==> config.mk <==
export PLATFORM = sky130hd
export DESIGN_NAME = cpu_core
export DESIGN_NICKNAME = d
export VERILOG_FILES = /design/src/rtl/cpu_core.sv
export SDC_FILE = /design/constraint.sdc
export NUM_CORES = 2
export LEC_CHECK = 0
export ABC_CLOCK_PERIOD_IN_PS = 9600
export CAP_MARGIN = 20
export CORE_MARGIN = 2
export CORE_UTILIZATION = 43
export CTS_BUF_LIST = sky130_fd_sc_hd__clkbuf_4 sky130_fd_sc_hd__clkbuf_8
export DETAILED_ROUTE_END_ITERATION = 6
export HOLD_SLACK_MARGIN = 0.15
export PLACE_DENSITY_LB_ADDON = 0.3
export RECOVER_POWER = 100
export SYNTH_ARGS = -nofsm -noshare
export SYNTH_HDL_FRONTEND = slang
export SYNTH_SLANG_ARGS = --single-unit
==> constraint.sdc <==
create_clock -name clk -period 9.6 [get_ports clk]
set_clock_uncertainty 0.15 [all_clocks]
set_input_delay 0.96 -clock clk [delete_from_list [all_inputs] [get_ports clk]]
set_output_delay 0.96 -clock clk [all_outputs]
set_load 0.01 [all_outputs]
==> src/rtl/cpu_core.sv <==
// Unpipelined RV32I-subset core. Each instruction takes a FETCH and an EXEC cycle.
// The core halts after executing the instruction at word index last_pc.
module cpu_core (
  input  logic        clk,
  input  logic        rst,
  input  logic [31:0] instr_data,
  input  logic [31:0] last_pc,
  output logic [31:0] instr_addr,
  output logic [31:0] mem_addr,
  output logic [31:0] mem_data,
  output logic        mem_we
);
  typedef enum logic [1:0] {FETCH = 2'd0, EXEC = 2'd1, HALT = 2'd2} state_e;

  localparam logic [6:0] OPC_LUI    = 7'b0110111;
  localparam logic [6:0] OPC_OPIMM  = 7'b0010011;
  localparam logic [6:0] OPC_OP     = 7'b0110011;
  localparam logic [6:0] OPC_STORE  = 7'b0100011;
  localparam logic [6:0] OPC_BRANCH = 7'b1100011;
  localparam logic [6:0] OPC_JAL    = 7'b1101111;
  localparam logic [6:0] OPC_JALR   = 7'b1100111;
  localparam logic [31:0] ALIGN_MASK = 32'hFFFF_FFFC;

  state_e      state_r, state_next_s;
  logic [31:0] pc_r, pc_next_s;
  logic [31:0] regs_r [32];

  logic [6:0]  opcode_s, funct7_s;
  logic [4:0]  rd_s, rs1_s, rs2_s;
  logic [2:0]  funct3_s;
  logic [31:0] imm_i_s, imm_s_s, imm_b_s, imm_j_s, imm_u_s;
  logic [31:0] rs1_val_s, rs2_val_s;
  logic        rd_we_s, is_sw_s, taken_s, exec_s, at_last_s;
  logic [31:0] rd_wdata_s;

  assign opcode_s = instr_data[6:0];
  assign rd_s     = instr_data[11:7];
  assign funct3_s = instr_data[14:12];
  assign rs1_s    = instr_data[19:15];
  assign rs2_s    = instr_data[24:20];
  assign funct7_s = instr_data[31:25];

  assign imm_i_s = {{20{instr_data[31]}}, instr_data[31:20]};
  assign imm_s_s = {{20{instr_data[31]}}, instr_data[31:25], instr_data[11:7]};
  assign imm_b_s = {{19{instr_data[31]}}, instr_data[31], instr_data[7],
                    instr_data[30:25], instr_data[11:8], 1'b0};
  assign imm_j_s = {{11{instr_data[31]}}, instr_data[31], instr_data[19:12],
                    instr_data[20], instr_data[30:21], 1'b0};
  assign imm_u_s = {instr_data[31:12], 12'h000};

  assign rs1_val_s = (rs1_s == 5'd0) ? 32'd0 : regs_r[rs1_s];
  assign rs2_val_s = (rs2_s == 5'd0) ? 32'd0 : regs_r[rs2_s];

  assign exec_s    = (state_r == EXEC);
  assign at_last_s = ({2'b00, pc_r[31:2]} == last_pc);

  assign instr_addr = pc_r;
  assign mem_we     = exec_s & is_sw_s & ~rst;
  assign mem_addr   = rs1_val_s + imm_s_s;
  assign mem_data   = rs2_val_s;

  // Instruction decode, ALU, branch resolution and next-PC selection
  always_comb begin
    pc_next_s  = pc_r + 32'd4;
    rd_we_s    = 1'b0;
    rd_wdata_s = 32'd0;
    is_sw_s    = 1'b0;
    taken_s    = 1'b0;
    case (opcode_s)
      OPC_LUI: begin
        rd_we_s    = 1'b1;
        rd_wdata_s = imm_u_s;
      end
      OPC_OPIMM: begin
        rd_we_s = 1'b1;
        case (funct3_s)
          3'b000:  rd_wdata_s = rs1_val_s + imm_i_s;
          3'b111:  rd_wdata_s = rs1_val_s & imm_i_s;
          3'b110:  rd_wdata_s = rs1_val_s | imm_i_s;
          3'b100:  rd_wdata_s = rs1_val_s ^ imm_i_s;
          3'b010:  rd_wdata_s = {31'd0, $signed(rs1_val_s) < $signed(imm_i_s)};
          default: rd_we_s    = 1'b0;
        endcase
      end
      OPC_OP: begin
        rd_we_s = 1'b1;
        case ({funct7_s, funct3_s})
          10'b0000000_000: rd_wdata_s = rs1_val_s + rs2_val_s;
          10'b0100000_000: rd_wdata_s = rs1_val_s - rs2_val_s;
          10'b0000000_111: rd_wdata_s = rs1_val_s & rs2_val_s;
          10'b0000000_110: rd_wdata_s = rs1_val_s | rs2_val_s;
          10'b0000000_100: rd_wdata_s = rs1_val_s ^ rs2_val_s;
          10'b0000000_001: rd_wdata_s = rs1_val_s << rs2_val_s[4:0];
          10'b0000000_101: rd_wdata_s = rs1_val_s >> rs2_val_s[4:0];
          10'b0100000_101: rd_wdata_s = $signed(rs1_val_s) >>> rs2_val_s[4:0];
          10'b0000000_010: rd_wdata_s = {31'd0, $signed(rs1_val_s) < $signed(rs2_val_s)};
          default:         rd_we_s    = 1'b0;
        endcase
      end
      OPC_STORE: begin
        if (funct3_s == 3'b010) begin
          is_sw_s = 1'b1;
        end else begin
          is_sw_s = 1'b0;
        end
      end
      OPC_BRANCH: begin
        case (funct3_s)
          3'b000:  taken_s = (rs1_val_s == rs2_val_s);
          3'b001:  taken_s = (rs1_val_s != rs2_val_s);
          3'b100:  taken_s = ($signed(rs1_val_s) <  $signed(rs2_val_s));
          3'b101:  taken_s = ($signed(rs1_val_s) >= $signed(rs2_val_s));
          default: taken_s = 1'b0;
        endcase
        if (taken_s) begin
          pc_next_s = (pc_r + imm_b_s) & ALIGN_MASK;
        end else begin
          pc_next_s = pc_r + 32'd4;
        end
      end
      OPC_JAL: begin
        rd_we_s    = 1'b1;
        rd_wdata_s = pc_r + 32'd4;
        pc_next_s  = (pc_r + imm_j_s) & ALIGN_MASK;
      end
      OPC_JALR: begin
        if (funct3_s == 3'b000) begin
          rd_we_s    = 1'b1;
          rd_wdata_s = pc_r + 32'd4;
          pc_next_s  = (rs1_val_s + imm_i_s) & ALIGN_MASK;
        end else begin
          rd_we_s    = 1'b0;
        end
      end
      default: rd_we_s = 1'b0;
    endcase
  end

  // Sequencer next state; HALT is left only through reset
  always_comb begin
    state_next_s = state_r;
    case (state_r)
      FETCH: state_next_s = EXEC;
      EXEC: begin
        if (at_last_s) begin
          state_next_s = HALT;
        end else begin
          state_next_s = FETCH;
        end
      end
      HALT:    state_next_s = HALT;
      default: state_next_s = FETCH;
    endcase
  end

  // Sequencer state register
  always_ff @(posedge clk) begin
    if (rst) begin
      state_r <= FETCH;
    end else begin
      state_r <= state_next_s;
    end
  end

  // Program counter, advanced once per executed instruction
  always_ff @(posedge clk) begin
    if (rst) begin
      pc_r <= 32'd0;
    end else if (exec_s) begin
      pc_r <= pc_next_s;
    end
  end

  // Register file; writes to x0 are dropped so it always reads zero
  always_ff @(posedge clk) begin
    if (rst) begin
      for (int i = 0; i < 32; i++) begin
        regs_r[i] <= 32'd0;
      end
    end else if (exec_s && rd_we_s && (rd_s != 5'd0)) begin
      regs_r[rd_s] <= rd_wdata_s;
    end
  end
endmodule

==> summary.md <==
| Metric | Value |
|---|---|
| Final WL | `327,000 um` |
| Hpwl dp | `220,000 um` |
| Initial core utilization | `43.3%` |
| Max Buffers Root-to-Sink | `3` |
| CP Max Fanout | `33` |
| Core area | `167,000 sq um` |
| Final setup violation count | `0` |
| Layout Nets | `6,789` |
| Final Cycle Share | `96.2%` |
| Fill count | `15,100` |
| FMAX | `108 MHz` |
| Multi-input gate area in the final layout | `38,100 sq um` |
| Dpl cell area | `76,900 sq um` |
| Kind of critical path | `in -> reg` |
| CTS H-tree depth | `4` |
| Hold Buf Count CTS | `0` |
| Inserted Clock Buffers | `175` |
| Share of cells above drive strength 1 | `19.5%` |
| Synthesized cell area | `72,500 sq um` |
| Post-cts resize count | `0` |
| Register clock-pin slew on the reported worst setup and hold paths | `60 ps` |
| Area delta synth->final | `10.3%` |
| Placer Congestion | `1.03` |
| Setup bufs post-CTS | `0` |
| YS warnings | `0` |
| Vias | `61,700` |
| FF-to-FF End | `regs_r[7][18]$_SDFFCE_PN0P_` |
| Post-synth EDFFs | `1,024` |
| Die area | `172,000 sq um` |
| Hold_sp | `state_r[0]$_SDFF_PP0_` |
| Max-slew violation count | `1,148` |
| Failing checks | `max-capacitance violations, max-slew violations` |
| Reg2reg path depth | `13` |
| CP Launch Type | `input port` |
| Sum Neg Setup Slack | `0 ps` |
| Outcome | `complete, but fails checks` |
| Hold Crit Depth | `1` |
| Period minus WS final | `9240 ps` |
| Mapped Cells | `6,419` |
| Largest net degree at the start of global routing | `125` |
| Die Width | `415 um` |
| First-pass GRT wire length | `453,000 um` |
| R2r setup slk | `1230 ps` |
| Synth async-reset ratio | `0%` |
| Final Hold Fails | `0` |
| Routed wire per std cell | `37.1 um` |
| # DRC | `0` |
| Worst Tran Pin Value | `4150 ps` |
| Critical Path Start | `instr_data[14]` |
| Slew margin rel. | `-177%` |
| CP Capture Type | `register` |
| Antenna viol nets, final | `0` |
| Finished Cell Area | `79,900 sq um` |
| Drt pass-1 iters | `6` |
| DRT iter0 DRCs | `10,100` |
| Unrepaired setup endpoints after global routing | `false` |
| Routed vias/inst | `6.99` |
| Std-Cell Rows | `150` |
| Avg Cell Area, Syn | `11.3 sq um` |
| Dominant synthesized flop cell | `edfxtp_1` |
| Vias in the first global route | `59,100` |
| Initial antenna violation count | `7` |
| Hold WC Path Type | `reg -> reg` |
| Total power | `13.0 mW` |
| Register area share after synthesis | `43.3%` |
| I/O Buffers | `160` |
| Overall Global Routing Usage | `37.1%` |
| Cell Pwr Density | `162 nW/um^2` |
| Chip height | `415 um` |
| Hold Path End | `state_r[0]$_SDFF_PP0_` |
| Flop and latch count out of synthesis | `1,056` |
| Reg2reg start | `regs_r[23][8]$_SDFFCE_PN0P_` |
| Number of max-cap violations | `42` |
| Clk root buf | `clkbuf_8` |
| Worst Path Required | `10,070 ps` |
| Skew-Pair Late Insertion Delay | `970 ps` |
| Yosys cell types | `96` |
| Cell leakage power | `27.7 nW` |
| I/O pin total | `163` |
| Total clock sinks | `1,056` |
| Worst EP arrival | `9700 ps` |
| CTS tree | `built` |
| Peak supply drop | `158 uV` |
| Grt total ovfl | `0` |
| Sequential cell area | `31,400 sq um` |
-- critical path: stages --
cell	delay, ps
dlygate4sd3_1	520
buf_4	410
nor2b_1	340
o21ai_0	150
and4_1	320
or4_1	590
nand3_1	210
nor2_1	270
nand2_2	110
clkbuf_1	2840
nand2b_1	2080
buf_4	770
-- flip-flops by register name, indices dropped and copies added (netlist names) --
signal and flops:
instr_addr 30, regs_r 1024, state_r 2
-- worst max path at each step --
| stage | slack (ps) | endpoint | depth (start not counted) |
|---|---|---|---|
| final | 360 | regs_r[7][15]$_SDFFCE_PN0P_ | 12 |
| after CTS | 1360 | mem_addr[29] | 19 |
| after floorplan | 2010 | regs_r[1][28]$_SDFFCE_PN0P_ | 25 |
| after detailed placement | 1360 | mem_addr[29] | 19 |
| after global placement | 1280 | regs_r[21][29]$_SDFFCE_PN0P_ | 19 |
| after global routing | 550 | regs_r[7][15]$_SDFFCE_PN0P_ | 12 |
-- synthesized netlist by cell type, types with 22 or more instances --
library cell / n / area (sq um)
mux2i_1: 108 / 1080
nand2b_1: 59 / 369
xnor2_1: 107 / 937
xor2_1: 63 / 552
a31oi_1: 36 / 225
nand2_1: 368 / 1380
nand3_1: 82 / 410
o21a_1: 31 / 233
nor2_1: 1015 / 3810
o21ai_0: 198 / 991
dfxtp_1: 32 / 641
nor4_1: 26 / 163
nor2_2: 31 / 194
dlygate4sd3_1: 30 / 300
nor2b_1: 36 / 225
mux2_2: 49 / 552
or3_1: 22 / 138
a211oi_1: 140 / 1050
o22ai_1: 78 / 488
and2_1: 32 / 200
a221oi_1: 30 / 263
or2_2: 25 / 156
o21bai_1: 37 / 278
mux4_2: 586 / 13200
inv_1: 157 / 589
nor3_1: 115 / 576
o221ai_1: 42 / 368
clkbuf_1: 389 / 1460
buf_1: 51 / 191
nand4_1: 32 / 200
o211ai_1: 65 / 488
a21o_1: 54 / 405
o31ai_1: 40 / 300
edfxtp_1: 1024 / 30700
a21oi_1: 575 / 2880
ha_1: 246 / 3080
buf_4: 23 / 173
buf_2: 77 / 385
-- kinds of logic (layout without fill, tap and decap cells) --
group                    after synthesis  after routing  synth area share, %
adder cells (fa/ha/maj)              250            250                 4.36
multiplexers                         747            747                 20.6
AO/OA/AOI/OAI                       1520           1520                 13.4
XOR/XNOR                             170            170                 2.05
other                                  1             41              0.00517
AND/OR/NAND/NOR                     1916           1916                 11.6
flip-flops                          1056           1056                 43.3
buffers and inverters                759            914                 4.72
-- metrics by stage --
stage / hold WS (ps) / std cells / setup WS (ps) / utilization [%]
after floorplan: 277 / 6452 / 2010 / -
after CTS: 247 / 8809 / 1360 / 48.0
after global placement: 297 / 8496 / 1280 / 46.0
after global routing: 350 / 8814 / 552 / 47.8
after detailed placement: 304 / 8498 / 1360 / 46.0
final: 311 / 8818 / 362 / 47.8
-- cells in the final DEF (no fill, tap or decap), drive strengths merged, types with 49 or more instances in the layout --
cell,synthesis,final
a211oi,143,143
a21o,54,54
a21oi,578,578
buf,174,228
clkbuf,389,293
clkdlybuf4s50,0,73
clkinv,3,68
dlygate4sd3,30,73
edfxtp,1024,1024
ha,246,246
inv,162,169
mux2,49,49
mux2i,108,108
mux4,590,590
nand2,368,368
nand2b,59,59
nand3,82,82
nor2,1046,1046
nor3,115,115
o211ai,66,66
o21ai,214,214
o22ai,78,78
xnor2,107,107
xor2,63,63
-- report_power, final --
part | total [mW] | switching, mW | internal (mW)
sequential | 5.34 | 0.116 | 5.22
combinational | 3.58 | 2.33 | 1.25
clock | 4.06 | 1.96 | 2.10
-- layout make-up --
cell class / instances / share of cell area, %
clock inverters: 82 / 0.747
well taps: 2204 / 3.45
clock buffers: 229 / 3.55
inverters: 165 / 0.784
diodes: 7 / 0.0219
repair buffers: 438 / 4.53
multi-input cells: 4637 / 47.6
flip-flops and latches: 1056 / 39.3
-- per-layer routing --
layer	wire length [um]	up-vias	track usage (%)
met2	142000	5371	55.5
met1	114000	30500	47.3
met3	46500	1131	11.5
met4	23500	2	22.2
met5	13	-	0
li1	-	24700	-
Note: power is estimated with default switching activity, not from simulation.
